<file path="src/rtl/approx_4_2_reduce_pipe_if.sv">
// Streaming bundle for the approximate 4:2 reducer.
// Carries the row-set input handshake (in_valid/in_ready, r0..r3) and the
// result output handshake (out_valid/out_ready, res).
//   master : upstream/downstream environment (drives rows and out_ready)
//   slave  : the reducer itself
interface approx_4_2_reduce_pipe_if #(
  parameter int unsigned W = 8
);
  localparam int unsigned OW = W + 2;

  logic          in_valid;
  logic          in_ready;
  logic [W-1:0]  r0;
  logic [W-1:0]  r1;
  logic [W-1:0]  r2;
  logic [W-1:0]  r3;
  logic          out_valid;
  logic          out_ready;
  logic [OW-1:0] res;

  modport master (
    output in_valid, r0, r1, r2, r3, out_ready,
    input  in_ready, out_valid, res
  );

  modport slave (
    input  in_valid, r0, r1, r2, r3, out_ready,
    output in_ready, out_valid, res
  );
endinterface

</file>
<file path="src/rtl/approx_4_2_reduce_pipe.sv">
// Two-stage pipelined 4-row partial-product reducer.
// Stage 1 compresses every bit column with an approximate sorting-network
// 4:2 compressor (four ones count as three); stage 2 merges the Sum/Carry
// vectors with an exact adder.
// Ports:
//   clk, rst_n : clock, asynchronous active-low reset
//   bus        : slave side of approx_4_2_reduce_pipe_if (in/out handshakes)
//   err_cnt    : 16-bit saturating count of four-ones columns seen at input,
//                present only when APPROX_ERR_CNT_EN is defined
module approx_4_2_reduce_pipe #(
  parameter int unsigned W = 8
) (
  input  logic                        clk,
  input  logic                        rst_n,
  approx_4_2_reduce_pipe_if.slave     bus
`ifdef APPROX_ERR_CNT_EN
  ,
  output logic [15:0]                 err_cnt
`endif
);
  localparam int unsigned OW = W + 2;

  logic          s1_valid;
  logic [W-1:0]  s1_s;
  logic [W-1:0]  s1_c;
  logic          out_valid;
  logic [OW-1:0] res;

  logic          s2_free;
  logic          move;
  logic          accept;

  logic [W-1:0]  p_hi, p_lo, q_hi, q_lo;
  logic [W-1:0]  h1, a_mid, h2;
  logic [W-1:0]  col_s, col_c;
  logic [OW-1:0] merge_c;

  // Flow control: stage 2 can take data if empty or draining this cycle
  assign s2_free      = !out_valid || bus.out_ready;
  assign move         = s1_valid && s2_free;
  assign bus.in_ready = !s1_valid || s2_free;
  assign accept       = bus.in_valid && bus.in_ready;

  assign bus.out_valid = out_valid;
  assign bus.res       = res;

  // Sorting network: h1 = (n>=1), a_mid = (n>=2), h2 = (n>=3)
  assign p_hi  = bus.r0 | bus.r1;
  assign p_lo  = bus.r0 & bus.r1;
  assign q_hi  = bus.r2 | bus.r3;
  assign q_lo  = bus.r2 & bus.r3;
  assign h1    = p_hi | q_hi;
  assign a_mid = (p_hi & q_hi) | (p_lo | q_lo);
  assign h2    = (p_hi & q_hi) & (p_lo | q_lo);
  assign col_c = h1 & a_mid;
  assign col_s = (h1 ^ a_mid) | h2;

  // Exact merge of the registered Sum/Carry vectors
  assign merge_c = OW'(s1_s) + (OW'(s1_c) << 1);

  // Stage 1: compress
  always_ff @(posedge clk or negedge rst_n) begin
    if (!rst_n) begin
      s1_valid <= 1'b0;
      s1_s     <= '0;
      s1_c     <= '0;
    end else begin
      if (accept) begin
        s1_valid <= 1'b1;
        s1_s     <= col_s;
        s1_c     <= col_c;
      end else if (move) begin
        s1_valid <= 1'b0;
      end
    end
  end

  // Stage 2: merge; holds while stalled, clears only on a pop with no refill
  always_ff @(posedge clk or negedge rst_n) begin
    if (!rst_n) begin
      out_valid <= 1'b0;
      res       <= '0;
    end else begin
      if (move) begin
        out_valid <= 1'b1;
        res       <= merge_c;
      end else if (bus.out_ready) begin
        out_valid <= 1'b0;
      end
    end
  end

`ifdef APPROX_ERR_CNT_EN
  localparam int unsigned PW = $clog2(W + 1);

  logic [W-1:0]  all4;
  logic [PW-1:0] n4_cnt;
  logic [16:0]   err_sum;

  assign all4 = bus.r0 & bus.r1 & bus.r2 & bus.r3;

  // Number of columns where the compressor under-counts
  always_comb begin
    n4_cnt = '0;
    for (int i = 0; i < int'(W); i++) begin
      n4_cnt = n4_cnt + PW'(all4[i]);
    end
  end

  assign err_sum = 17'(err_cnt) + 17'(n4_cnt);

  // Saturating error counter
  always_ff @(posedge clk or negedge rst_n) begin
    if (!rst_n) begin
      err_cnt <= '0;
    end else if (accept) begin
      err_cnt <= err_sum[16] ? 16'hFFFF : err_sum[15:0];
    end
  end
`endif

endmodule

</file>
<file path="src/flat_wrapper.sv">
// flat-port wrapper written by rule: the top's interface ports become plain ports
module approx_4_2_reduce_pipe_flat 
#(
  parameter int unsigned W = 8
)
  (clk, rst_n, bus_in_valid, bus_r0, bus_r1, bus_r2, bus_r3, bus_out_ready, bus_in_ready, bus_out_valid, bus_res);
  approx_4_2_reduce_pipe_if #(.W(W)) bus_i ();
  input  logic clk;
  input  logic rst_n;
  input wire logic [$bits(bus_i.in_valid)-1:0] bus_in_valid;
  input wire logic [$bits(bus_i.r0)-1:0] bus_r0;
  input wire logic [$bits(bus_i.r1)-1:0] bus_r1;
  input wire logic [$bits(bus_i.r2)-1:0] bus_r2;
  input wire logic [$bits(bus_i.r3)-1:0] bus_r3;
  input wire logic [$bits(bus_i.out_ready)-1:0] bus_out_ready;
  output wire logic [$bits(bus_i.in_ready)-1:0] bus_in_ready;
  output wire logic [$bits(bus_i.out_valid)-1:0] bus_out_valid;
  output wire logic [$bits(bus_i.res)-1:0] bus_res;
  assign bus_i.in_valid = bus_in_valid;
  assign bus_i.r0 = bus_r0;
  assign bus_i.r1 = bus_r1;
  assign bus_i.r2 = bus_r2;
  assign bus_i.r3 = bus_r3;
  assign bus_i.out_ready = bus_out_ready;
  assign bus_in_ready = bus_i.in_ready;
  assign bus_out_valid = bus_i.out_valid;
  assign bus_res = bus_i.res;
  approx_4_2_reduce_pipe #(.W(W)) u_core (.clk(clk), .rst_n(rst_n), .bus(bus_i));
endmodule
</file>
<file path="config.mk">
export PLATFORM = sky130hd
export DESIGN_NAME = approx_4_2_reduce_pipe_flat
export DESIGN_NICKNAME = d
export VERILOG_FILES = /design/src/rtl/approx_4_2_reduce_pipe_if.sv /design/src/rtl/approx_4_2_reduce_pipe.sv /design/src/flat_wrapper.sv
export SDC_FILE = /design/constraint.sdc
export NUM_CORES = 1
export LEC_CHECK = 0
export ABC_AREA = 1
export CAP_MARGIN = 20
export CORE_MARGIN = 4
export CORE_UTILIZATION = 48
export DETAILED_ROUTE_END_ITERATION = 6
export PLACE_DENSITY = 0.79
export SETUP_SLACK_MARGIN = 0.4
export SLEW_MARGIN = 15
export SYNTH_ARGS = -nofsm -noshare
export SYNTH_HDL_FRONTEND = slang
export SYNTH_SLANG_ARGS = --single-unit
</file>
<file path="constraint.sdc">
create_clock -name clk -period 1.7 [get_ports clk]
set_input_delay 0.34 -clock clk [delete_from_list [all_inputs] [get_ports clk]]
set_output_delay 0.34 -clock clk [all_outputs]
set_load 0.02 [all_outputs]
</file>
==> results_dict.tcl <==
set metrics [dict create \
    ant_nets 0 \
    grt_start_max_net_pins 34 \
    critPathLaunchType "register" \
    routabilityCongestion 0.838 \
    fmax_mhz 627 \
    critical_path_buf_inv_count 0 \
    r2r_slack_ns 0.11 \
    numCtsBuffers 3 \
    syn_nets 257 \
    htree_levels 1 \
    crit_path_max_fanout 2 \
    clk_pin_slew_ns 0.15 \
    grt_overflow 0 \
    min_period_ns 1.59 \
    hold_viol_final 0 \
    die_width_um 68.0 \
    wl_per_cell_um 12.5 \
    hp-start "bus_out_ready" \
    whs_path_depth 4 \
    r2r_end "u_core.bus.res[7]$_DFFE_PN0P_" \
    die_h_um 68.0 \
    synth_seq_cells 28 \
    fin_crit_sh_pct 93.8 \
    wl_mm 3.89 \
    syn_to_final_growth_pct 43.5 \
    rr_worst_depth 9 \
    dpl_worst_slack_ns -0.147 \
    cp_data_required_time_ns 1.97 \
    coreArea_um2 3420 \
    grt_usage_pct 15.6 \
    skew_ns 0.0106 \
    crit_arrival_ns 1.87 \
    start_util_pct 50.5 \
    tightest_slew_ns 0.353 \
    portBuffers 47 \
    critPathTopFamily "adder cells" \
    drc 0 \
    p_clk_share_pct 15.1 \
    vias_per_cell 4.92 \
    drtPass1Iterations 4 \
    yosysUniqueCellTypes 23 \
    pwr-share-comb_pct 50.0 \
    cts_tree "built" \
    nets 319 \
    power.share.sequential_pct 34.9 \
    path_class "register to register" \
    whs_endpoint "u_core.bus.out_valid$_DFFE_PN0P_" \
    p_sw_share_pct 39.3 \
    drv_slew 0 \
    drive_above_1_share_pct 23.7 \
    slowest_delay_ns 0.44 \
    p_int_mw 1.73 \
    rsz0062_at_grt "yes" \
    place_area_um2 2240 \
    r2r-start "u_core.s1_s[1]$_DFFE_PN0P_" \
    cts-root-buf "clkbuf_4" \
    dp_hpwl_mm 2.36 \
    power.density_nw_per_um2 1150 \
    ir_drop_mv 0.370 \
    antenna_found_initial 0 \
    p_switching_mw 1.12 \
    pin_count 48 \
    mappedNetlistArea_um2 1730 \
    grt_pass1_wl_mm 5.54 \
    clk_latency_ns 0.33 \
    yosys_warnings 0 \
    crit_chain "ha_2, fa_2, nand2_4, nand2_4, nand3_4, nand2_2, nand2_2, nand3_2, nand2_1" \
    synth_cells 205 \
    drv_cap 0 \
    maxSlewHeadroom_pct 76.4 \
    outcome "complete, no violations" \
    worst_slack_ns 0.105 \
    drt_iter0_markers 93 \
    cts_buffer_depth 2 \
    syn_avg_cell_area_um2 8.42 \
    utilization_pct 72.5 \
    rows 21 \
    end_kind "register" \
    min_path_type "input port to register" \
    clock_sinks 28 \
    finalSetupViolCount 0 \
    ys_seq_area_share_pct 40.6 \
    design_area_um2 2480 \
    power_leakage_nw 1.37 \
    num_vias 1534 \
    slowest_stage "dfrtp_1" \
    grt_pass1_vias 1332 \
    n_antenna_cell 0 \
    fp.dieArea_um2 4620 \
]
## power by group through the flow
| stage | combinational (mW) | clock, mW | sequential, mW |
|---|---|---|---|
| after CTS | 1.23 | 0.435 | 0.984 |
| after global routing | 1.58 | 0.456 | 1.02 |
| after global placement | 1.17 | 0 | 0.976 |
| after floorplan | 0.613 | 0 | 1.11 |
| final | 1.43 | 0.432 | 0.996 |
| after detailed placement | 1.19 | 0 | 0.987 |
## cell usage in the layout (no fill, tap or decap), types with 4 or more instances in the layout
cell and instances:
nand2_1 59, dfrtp_1 28, nor2_1 23, inv_1 17, dlygate4sd2_1 17, dlymetal6s2s_1 16
buf_4 13, o21ai_1 10, buf_2 10, a22o_1 8, fa_1 8, o21ai_0 6
inv_2 5, nand2_2 5, nand3_1 5, ha_4 5, nand3_2 4
## cells in the mapped netlist
master / number / area, um^2
nand2_1: 65 / 244
dfrtp_1: 28 / 701
nor2_1: 23 / 86.3
inv_1: 22 / 82.6
o21ai_0: 15 / 75.1
fa_1: 9 / 180
nand3_1: 9 / 45.0
a22o_1: 8 / 70.1
ha_1: 7 / 87.6
a21oi_1: 3 / 15.0
o21ai_2: 3 / 26.3
buf_6: 2 / 22.5
a21oi_2: 1 / 8.76
buf_4: 1 / 7.51
buf_8: 1 / 15.0
clkinv_2: 1 / 5.00
nand2_2: 1 / 6.26
nand2_4: 1 / 11.3
nand3_2: 1 / 10.0
nand4_1: 1 / 6.26
o21a_1: 1 / 7.51
o21ai_1: 1 / 5.00
xnor2_1: 1 / 8.76
## metrics by stage
stage	hold WS, ns	cells	total power, mW	TNS, ns
detailed placement	0.465	297	2.18	-0.233
floorplan	0.0444	205	1.73	0
CTS	0.373	308	2.65	0
finish	0.297	312	2.86	0
global placement	0.462	297	2.15	-0.146
global route	0.302	312	3.05	0
## routing by layer
| metal | track usage, % | wire length [um] |
|---|---|---|
| met1 | 19.5 | 1680 |
| met3 | 1.81 | 207 |
| met5 | 0 | 0 |
| met4 | 7.20 | 106 |
| met2 | 27.0 | 1900 |
## flip-flops by register name (all words and copies together) (netlist names)
name	count
u_core.bus.out_valid	1
u_core.bus.res	10
u_core.s1_c	8
u_core.s1_s	8
u_core.s1_valid	1
## cell families after synthesis
group | count (synthesis) | synth area share (%)
flip-flops | 28 | 40.6
AO/OA/AOI/OAI | 32 | 12.0
adder cells (fa/ha/maj) | 16 | 15.5
AND/OR/NAND/NOR | 101 | 23.7
XOR/XNOR | 1 | 0.507
buffers and inverters | 27 | 7.68
## worst max-delay path by stage
stage,from,endpoint,slack [ns],depth (start not counted)
after global routing,u_core.s1_s[1]$_DFFE_PN0P_,u_core.bus.res[7]$_DFFE_PN0P_,0.04,9
final,u_core.s1_s[1]$_DFFE_PN0P_,u_core.bus.res[7]$_DFFE_PN0P_,0.11,9
after floorplan,u_core.s1_s[1]$_DFFE_PN0P_,u_core.bus.res[7]$_DFFE_PN0P_,0.28,8
after CTS,u_core.s1_c[0]$_DFFE_PN0P_,u_core.bus.res[7]$_DFFE_PN0P_,0.23,9
after detailed placement,bus_out_ready,bus_in_ready,-0.15,4
after global placement,bus_out_ready,bus_in_ready,-0.15,4
## final cells by class
type / instances / area, um^2
clock buffer: 3 / 22.5
inverter: 23 / 87.6
tap: 46 / 57.6
clock inverter: 1 / 30.0
fill: 262 / 938
sequential: 28 / 701
timing repair buffer: 61 / 551
multi-input combinational: 150 / 1030
## worst register-to-register path: cells and delay by family (launching register included)
family / cells / cell delay, ns
adder cells (fa/ha/maj): 2 / 0.60
flip-flops: 1 / 0.44
AND/OR/NAND/NOR: 7 / 0.51
## repair_timing
item,in CTS,in global routing
hold buffers,0,0
setup endpoints to repair,26,16
gates resized for setup,81,39
pin swaps,17,24
cloned,0,0
setup buffers,7,4
No activity file was read; power rests on OpenSTA's default activity.
